### src/rtl/counter_timer_low.sv
// counter_timer_low
//   Low 32-bit word of the chainable counter/timer. Standalone it is a
//   complete up/down timer with reload value; chained it supplies the
//   carry/borrow strobe to the high word and combines with the high word's
//   stop to form the 64-bit terminal condition.
//
//   Optional build macro: COUNTER_TIMER_LOW_PRESCALE_EN
//     Adds a clock prescaler, N = cfg[15:8]; counting advances every N+1
//     clkin cycles. Without it every enabled cycle advances the count.
//
//   Ports
//     clkin, resetn         clock, async active-low reset
//     reg_cfg_we/di/do      CONFIG: [0] enable [1] oneshot [2] updown(1=up)
//                           [3] chain [4] irq_ena ([15:8] prescale option)
//     reg_val_we/di/do      VALUE: reset/terminal value, byte writes
//     reg_dat_we/di/do      DATA: current count, byte writes
//     enable_in, stop_in    from high word: enabled / at terminal
//     strobe                carry (up) / borrow (down) to high word
//     is_offset             carry pending, high word compares count+1
//     stop_out, enable_out  terminal reached / cfg enable
//     irq_out               one-cycle interrupt pulse
module counter_timer_low #(
    parameter int PRESCALE_W = 8
) (
    input  logic        clkin,
    input  logic        resetn,
    input  logic        reg_cfg_we,
    input  logic [31:0] reg_cfg_di,
    output logic [31:0] reg_cfg_do,
    input  logic [3:0]  reg_val_we,
    input  logic [31:0] reg_val_di,
    output logic [31:0] reg_val_do,
    input  logic [3:0]  reg_dat_we,
    input  logic [31:0] reg_dat_di,
    output logic [31:0] reg_dat_do,
    input  logic        enable_in,
    input  logic        stop_in,
    output logic        strobe,
    output logic        is_offset,
    output logic        stop_out,
    output logic        enable_out,
    output logic        irq_out
);

    logic        enable_q, oneshot_q, updown_q, chain_q, irq_ena_q;
    logic [31:0] value_reset_q, value_cur_q;
    logic        stop_q, stop_d_q, irq_q, lastenable_q;

    logic        loc_enable, dat_wr, tick;
    logic        cur_max, cur_zero, cur_one, cur_at_reset;
    logic [31:0] cur_inc, cur_dec;
    logic [4:0]  cfg5;

    assign cfg5       = {irq_ena_q, chain_q, updown_q, oneshot_q, enable_q};
    assign loc_enable = enable_q & (~chain_q | enable_in);
    assign dat_wr     = |reg_dat_we;

    assign cur_inc      = value_cur_q + 32'd1;
    assign cur_dec      = value_cur_q - 32'd1;
    assign cur_max      = &value_cur_q;
    assign cur_zero     = ~|value_cur_q;
    assign cur_one      = (value_cur_q == 32'd1);
    assign cur_at_reset = (value_cur_q == value_reset_q);

`ifdef COUNTER_TIMER_LOW_PRESCALE_EN
    logic [PRESCALE_W-1:0] prescale_q, pcnt_q;
    logic [7:0]            ps_rd;
    logic                  unused_cfg;

    assign tick = (pcnt_q == prescale_q);

    always_comb begin
        ps_rd = '0;
        ps_rd[PRESCALE_W-1:0] = prescale_q;
    end

    // Prescaler restarts with the count so the first step after a restart
    // or a DATA write is a full N+1 cycles away.
    always_ff @(posedge clkin or negedge resetn) begin
        if (!resetn) begin
            prescale_q <= '0;
            pcnt_q     <= '0;
        end else begin
            if (reg_cfg_we) prescale_q <= reg_cfg_di[8 +: PRESCALE_W];
            if (dat_wr || (loc_enable && !lastenable_q)) pcnt_q <= '0;
            else if (loc_enable) pcnt_q <= tick ? '0 : pcnt_q + PRESCALE_W'(1);
        end
    end

    assign reg_cfg_do = {16'b0, ps_rd, 3'b0, cfg5};
    assign unused_cfg = ^{reg_cfg_di[31:16], reg_cfg_di[7:5]};
`else
    logic unused_cfg;

    assign tick       = 1'b1;
    assign reg_cfg_do = {27'b0, cfg5};
    assign unused_cfg = ^reg_cfg_di[31:5];
`endif

    always_ff @(posedge clkin or negedge resetn) begin
        if (!resetn) begin
            {irq_ena_q, chain_q, updown_q, oneshot_q, enable_q} <= '0;
            value_reset_q <= '0;
            value_cur_q   <= '0;
            stop_q        <= 1'b0;
            stop_d_q      <= 1'b0;
            irq_q         <= 1'b0;
            lastenable_q  <= 1'b0;
        end else begin
            lastenable_q <= loc_enable;
            stop_d_q     <= stop_q;

            if (reg_cfg_we)
                {irq_ena_q, chain_q, updown_q, oneshot_q, enable_q} <= reg_cfg_di[4:0];
            for (int b = 0; b < 4; b++)
                if (reg_val_we[b]) value_reset_q[8*b +: 8] <= reg_val_di[8*b +: 8];

            // Rising-edge detect on stop; ~irq_q keeps it to one cycle.
            if (loc_enable)
                irq_q <= irq_ena_q & stop_q & ~stop_d_q & ~irq_q;

            if (dat_wr) begin
                for (int b = 0; b < 4; b++)
                    if (reg_dat_we[b]) value_cur_q[8*b +: 8] <= reg_dat_di[8*b +: 8];
            end else if (!loc_enable) begin
                stop_q <= 1'b0;
            end else if (!lastenable_q) begin
                value_cur_q <= updown_q ? 32'd0 : value_reset_q;
                stop_q      <= 1'b0;
            end else if (tick) begin
                if (updown_q) begin
                    if (chain_q && !stop_in) begin
                        // High word not at terminal: free-running carry chain.
                        value_cur_q <= cur_inc;
                        stop_q      <= 1'b0;
                    end else if (!cur_at_reset) begin
                        value_cur_q <= cur_inc;
                        stop_q      <= ~chain_q & cur_max;
                    end else if (oneshot_q) begin
                        stop_q <= 1'b1;
                    end else if (chain_q && !stop_q) begin
                        // Hold one cycle with stop high so the high word
                        // sees the 64-bit terminal and resets itself.
                        stop_q <= 1'b1;
                    end else begin
                        value_cur_q <= 32'd0;
                        stop_q      <= 1'b0;
                    end
                end else begin
                    if (!cur_zero) begin
                        value_cur_q <= cur_dec;
                        stop_q      <= ~chain_q & cur_one;
                    end else if (chain_q && !stop_in) begin
                        value_cur_q <= 32'hFFFF_FFFF;  // borrow from high word
                        stop_q      <= 1'b0;
                    end else begin
                        stop_q <= oneshot_q | chain_q;
                        if (!oneshot_q) value_cur_q <= value_reset_q;
                    end
                end
            end
        end
    end

    // Same-cycle strobe: high word steps on the edge where the low word wraps.
    assign strobe = loc_enable & chain_q & lastenable_q & ~stop_in & ~stop_q &
                    ~dat_wr & tick & (updown_q ? cur_max : cur_zero);
    assign is_offset = chain_q & updown_q & cur_max;

    assign stop_out   = stop_q;
    assign irq_out    = irq_q;
    assign enable_out = enable_q;
    assign reg_val_do = value_reset_q;
    assign reg_dat_do = value_cur_q;

endmodule

### config.mk
export PLATFORM = sky130hd
export DESIGN_NAME = counter_timer_low
export DESIGN_NICKNAME = d
export VERILOG_FILES = /design/src/rtl/counter_timer_low.sv
export SDC_FILE = /design/constraint.sdc
export NUM_CORES = 1
export LEC_CHECK = 0
export BUFFER_PORTS_ARGS = -buffer_cell sky130_fd_sc_hd__buf_4
export CAP_MARGIN = 20
export CORE_UTILIZATION = 46
export CTS_CLUSTER_DIAMETER = 100
export DETAILED_ROUTE_END_ITERATION = 8
export PLACE_DENSITY = 0.78
export SLEW_MARGIN = 20
export SYNTH_ARGS = -nofsm -noshare
export SYNTH_HDL_FRONTEND = slang
export SYNTH_SLANG_ARGS = --single-unit
### constraint.sdc
create_clock -name clkin -period 3 [get_ports clkin]
set_input_delay 0.3 -clock clkin [delete_from_list [all_inputs] [get_ports clkin]]
set_output_delay 0.3 -clock clkin [all_outputs]
set_load 0.01 [all_outputs]
# After elaboration in Yosys (flattened, before gate mapping)

Cells that the tools add are included.
W data, S select, Z words.

$add $sub $neg: 2
Multiply operators: 0
Divide/modulo/power cells: 0
Magnitude comparators: 0
Equal/unequal tests: 9
Shifts and indexed selects: 0
Mux-type cells: 26
Bitwise gates (word level): 22
Reduce and logical (&&, ||, !) cells: 13

Operator list:

| operator                | count |
|---|---|
| $mux W32                | 12 |
| $add A32 B1 Y32 const B | 1 |
| $eq A32 B1 Y1 const B   | 1 |
| $eq A32 B32 Y1          | 1 |
| $mux W8                 | 4 |
| $reduce_and A32 Y1      | 1 |
| $reduce_or A32 Y1       | 1 |
| $sub A32 B1 Y32 const B | 1 |
| $reduce_and A5 Y1       | 4 |
| $and A1 B1 Y1           | 14 |
| $mux W1                 | 10 |
| $ne A2 B2 Y1 const B    | 4 |
| $ne A6 B3 Y1 const B    | 1 |
| $ne A6 B5 Y1 const B    | 1 |
| $ne A6 B6 Y1 const B    | 1 |
| $not A1 Y1              | 6 |
| $reduce_or A4 Y1        | 1 |
| $logic_not A1 Y1        | 3 |
| $logic_and A1 B1 Y1     | 2 |
| $or A1 B1 Y1            | 2 |
| $reduce_bool A2 Y1      | 1 |

Register bits: 73
Latch bits: 0
RAM bits: 0
Memory bits (read-only): 0
Input port bits: 109
Output and inout bits: 101
Logic and storage cells: 89
Memories: 0

# Longest topological paths before layout

Depth after elaboration: 10
Mapped depth: 12
Depth with buffers taken out: 9

# Worst setup path before layout

No wires, ideal clock.

Path type: register to output
From: reg value_cur_q[0], in the netlist reg_dat_do[0]
To: out strobe
Arrival time: 2.859 ns
Data required time: 2.700 ns
Path slack: -0.159 ns
Stages on the path, launching flop included: 10
Buffers on the path: 2
Cell sequence: dfrtp_1 -> clkbuf_1 -> inv_1 -> ha_1 -> nor3b_1 -> nand4_1 -> clkbuf_1 -> nor3_2 -> nand2_1 -> a2111oi_0

Cells in the longest elaborated chain, start to end: 4
Elaborated cells on any way between the ends: 5
Those cells by class: mux: 1; bitwise: 1; reduce/logical: 3

RTL lines:

| element                         | line | RTL |
|---|---|---|
| start, declared                 | 46   | `logic [31:0] value_reset_q, value_cur_q;` |
| start signal, assigned by index | 124  | `if (reg_dat_we[b]) value_cur_q[8*b +: 8] <= reg_dat_di[8*b +: 8];` |
| start signal, assigned          | 128  | `value_cur_q <= updown_q ? 32'd0 : value_reset_q;` |
| start signal, assigned          | 134  | `value_cur_q <= cur_inc;` |
| $reduce_or A32 Y1               | 61   | `assign cur_zero = ~\|value_cur_q;` |
| $logic_not A1 Y1                | 61   |  |
| $mux W1 (*)                     | 167  | `~dat_wr & tick & (updown_q ? cur_max : cur_zero);` |
| $and A1 B1 Y1 (*)               | 167  |  |
| end, declared                   | 38   | `output logic strobe,` |

Every way passes the cells marked *; elsewhere a longest branch is shown, timed or not.

# Worst setup path after layout

From: reg value_cur_q[19], in the netlist reg_dat_do[19]
To: out strobe

Same word-level chain as after synthesis.

==> flow_metrics.env <==
export IMPL_crit_fanout=7
export IMPL_ir_worst_vdd_mv=0.458
export IMPL_fin_crit_sh_pct=99.6
export IMPL_synth_main_ff_cell="dfrtp_1"
export IMPL_finalHoldViolCount=0
export IMPL_timing_hold_ws_ps=104
export IMPL_final_common_cell="buf_4"
export IMPL_die_h_um=115
export IMPL_cp_buffers_inverters=1
export IMPL_combPwrFrac_pct=29.2
export IMPL_fp_coreArea_sq_um=12200
export IMPL_final_min_clock_period_ps=2990
export IMPL_initial_core_util_pct=47.9
export IMPL_first_pass_iters=6
export IMPL_p_int_w=0.00235
export IMPL_r2r_slack_ps=70
export IMPL_via_count=6374
export IMPL_p_sw_share_pct=32.4
export IMPL_final_nets=998
export IMPL_hold_buffers=0
export IMPL_cp_cell_sequence="or4_4 > or4_4 > nor3_4 > nand2_2 > a2111oi_2 > buf_4"
export IMPL_synth_cells=710
export IMPL_finalPower_w=0.00348
export IMPL_fmax_mhz=335
export IMPL_p_seq_share_pct=36.3
export IMPL_cp_slowest_stage_delay_ps=570
export IMPL_ys_seq_area_share_pct=31.2
export IMPL_pwr_share_clk_pct=34.4
export IMPL_grt_max_degree=74
export IMPL_yosys_top_cells_area="dfrtp_1 31%, mux2_2 6.9%, xor2_1 5.5%, buf_4 4.1%, a21oi_1 3.9%"
export IMPL_grt_usage_pct=30.6
export IMPL_power_switching_w=0.00113
export IMPL_syn_area_per_cell_sq_um=8.24
export IMPL_synthesis_area_sq_um=5850
export IMPL_antenna_left=0
export IMPL_setup_ws_ps=11.5
export IMPL_root_buffer="clkbuf_16"
export IMPL_cp_slowest_cell="or4_4"
export IMPL_cts_tree="yes"
export IMPL_grt_pass1_wl_mm=30.7
export IMPL_cap_violations=0
export IMPL_reg2reg_depth=8
export IMPL_die_area_sq_um=13200
export IMPL_insertion_delay_ps=350
export IMPL_yosys_area_top_type="dfrtp_1"
export IMPL_slew_headroom_pct=37.0
export IMPL_arrival_ps=2690
export IMPL_die_x_um=115
export IMPL_synth_edf_count=0
export IMPL_p_per_area_nw_per_um2=444
export IMPL_clk_path_buf_depth=2
export IMPL_cellLeakagePower_nw=3.44
export IMPL_post_place_ws_ps=41.5
export IMPL_gp_congestion=0.987
export IMPL_cp_required_ps=2700
export IMPL_cts_buffers=9
export IMPL_critPathLaunch="reg_dat_do[19]"
export IMPL_io_pins=210
export IMPL_drive_gt1_share_pct=34.9
export IMPL_yosysWarnings=0
export IMPL_syn2layout_area_growth_pct=33.8
export IMPL_status="finished, final reports clean"
export IMPL_path_class="register to output port"
export IMPL_seqCellArea_sq_um=1830
export IMPL_worstMarginPinSlew_ps=945
export IMPL_overflow=0
export IMPL_layout_common_cells="231 x buf_4, 72 x dfrtp_1, 47 x nor2_1"
export IMPL_cts_max_level=3
export IMPL_io_buffers=155
export IMPL_crit_cells=6
export IMPL_maxSlewViolCount=0
export IMPL_antenna_found_initial=0
export IMPL_cp_start_kind="register"
export IMPL_via_per_inst=6.02
export IMPL_post_route_drc_count=0
export IMPL_cpMostUsedCell="or4_4"
export IMPL_num_rows=40
export IMPL_nFillCells=1095
export IMPL_async_flop_share_pct=100
export IMPL_multi_input_area_sq_um=3610
export IMPL_grt_pass1_vias=5898
export IMPL_synth_top_area_share_pct=31.2
export IMPL_r2r_end="reg_dat_do[26]"
export IMPL_dp_hpwl_mm=14.8
export IMPL_setup_viol=0
export IMPL_synth_seq_cells=73
export IMPL_rsz0062_at_grt="yes"
export IMPL_wire_per_inst_um=18.7
export IMPL_clkSinkCount=73
export IMPL_hold_path_class="input port to async pin"
export IMPL_reg2reg_from="reg_dat_do[19]"
export IMPL_endpoint="strobe"
export IMPL_diodes=0
export IMPL_ys_types=62
export IMPL_drt_iter0_drc=565
export IMPL_critical_path_top_delay_family="simple AND/OR/NAND/NOR gates"
export IMPL_clkTransAtPathRegs_ps=50
export IMPL_finalClockSkew_ps=7.37
export IMPL_critPathCaptureType="output port"
export IMPL_totalWireLength_mm=19.8
synth_stat cells (all sizes together), types with 7 or more instances:
cell     n
a21oi   46
a31oi   10
and3    15
buf     45
clkbuf  49
dfrtp   73
inv     22
mux2    36
nand2   39
nand3   26
nand4   15
nor2    47
nor3    27
nor4    25
o211ai   8
o21ai   42
o22ai   11
o311a    7
o311ai   7
o31ai   14
or2      7
or4     11
xnor2   25
xor2    37
area by class of cell:
type / instances / area share, %
multi-input cells: 546 / 46.1
flip-flops and latches: 73 / 23.3
repair buffers: 233 / 22.5
clock buffers: 11 / 3.23
well taps: 168 / 2.68
inverters: 23 / 1.10
clock inverters: 5 / 0.991
through the flow:
step	setup TNS (ps)	util [%]	instance area (sq um)	instances
2_1_floorplan	0	-	5960	736
3_3_place_gp	0	61.0	7450	1043
3_5_place_dp	0	61.0	7450	1043
4_1_cts	0	63.9	7800	1059
5_1_grt	-64.4	64.1	7830	1059
6_report	0	64.1	7830	1059
logic make-up (layout without fill, tap and decap cells):
group,after synthesis,count (layout),share of synthesized area (%)
buffers and inverters,117,272,9.90
flip-flops,73,73,31.2
adder cells (fa/ha/maj),3,3,0.641
other,1,27,0.0641
multiplexers,37,37,7.10
XOR/XNOR,62,62,9.28
AND/OR/NAND/NOR,231,231,20.8
AO/OA/AOI/OAI,186,186,21.1
state kept, by name, summed over array words and instances (netlist names):
signal and count:
irq_out 1, enable_out 1, updown_q 1, chain_q 1
reg_val_do 32, reg_dat_do 32, lastenable_q 1, irq_ena_q 1
oneshot_q 1, stop_d_q 1, stop_out 1
repair_timing:
| item | 4_1_cts | 5_1_grt |
|---|---|---|
| endpoints found under the setup margin | 1 | 12 |
| pin swaps | 0 | 1 |
| buffers inserted | 0 | 0 |
| gates resized for setup | 4 | 6 |
worst min path at each step:
stage / slack [ps] / to / startpoint
3_3_place_gp: 490 / stop_d_q / stop_out
5_1_grt: 170 / chain_q / reg_cfg_di[3]
6_report: 100 / reg_val_do[10] / resetn
2_1_floorplan: 4 / chain_q / resetn
4_1_cts: 130 / reg_val_do[10] / resetn
3_5_place_dp: 500 / reg_val_do[10] / resetn
layer usage:
metal / GRT usage, % / vias up / wire length, um
met2: 48.9 / 440 / 9260
met5: 0 / - / 0
li1: - / 2904 / -
met3: 6.69 / 77 / 2120
met1: 39.5 / 2953 / 7670
met4: 14.8 / 0 / 742
power by group through the flow:
| stage | logic [W] | registers, W | clock network [W] |
|---|---|---|---|
| after floorplan | 0.000557 | 0.00124 | 0 |
| after global placement | 0.000980 | 0.00127 | 0 |
| after detailed placement | 0.000992 | 0.00128 | 0 |
| after CTS | 0.00100 | 0.00126 | 0.00122 |
| after global routing | 0.00109 | 0.00128 | 0.00125 |
| final | 0.00102 | 0.00126 | 0.00120 |
Note: power is estimated with default switching activity, not from simulation.
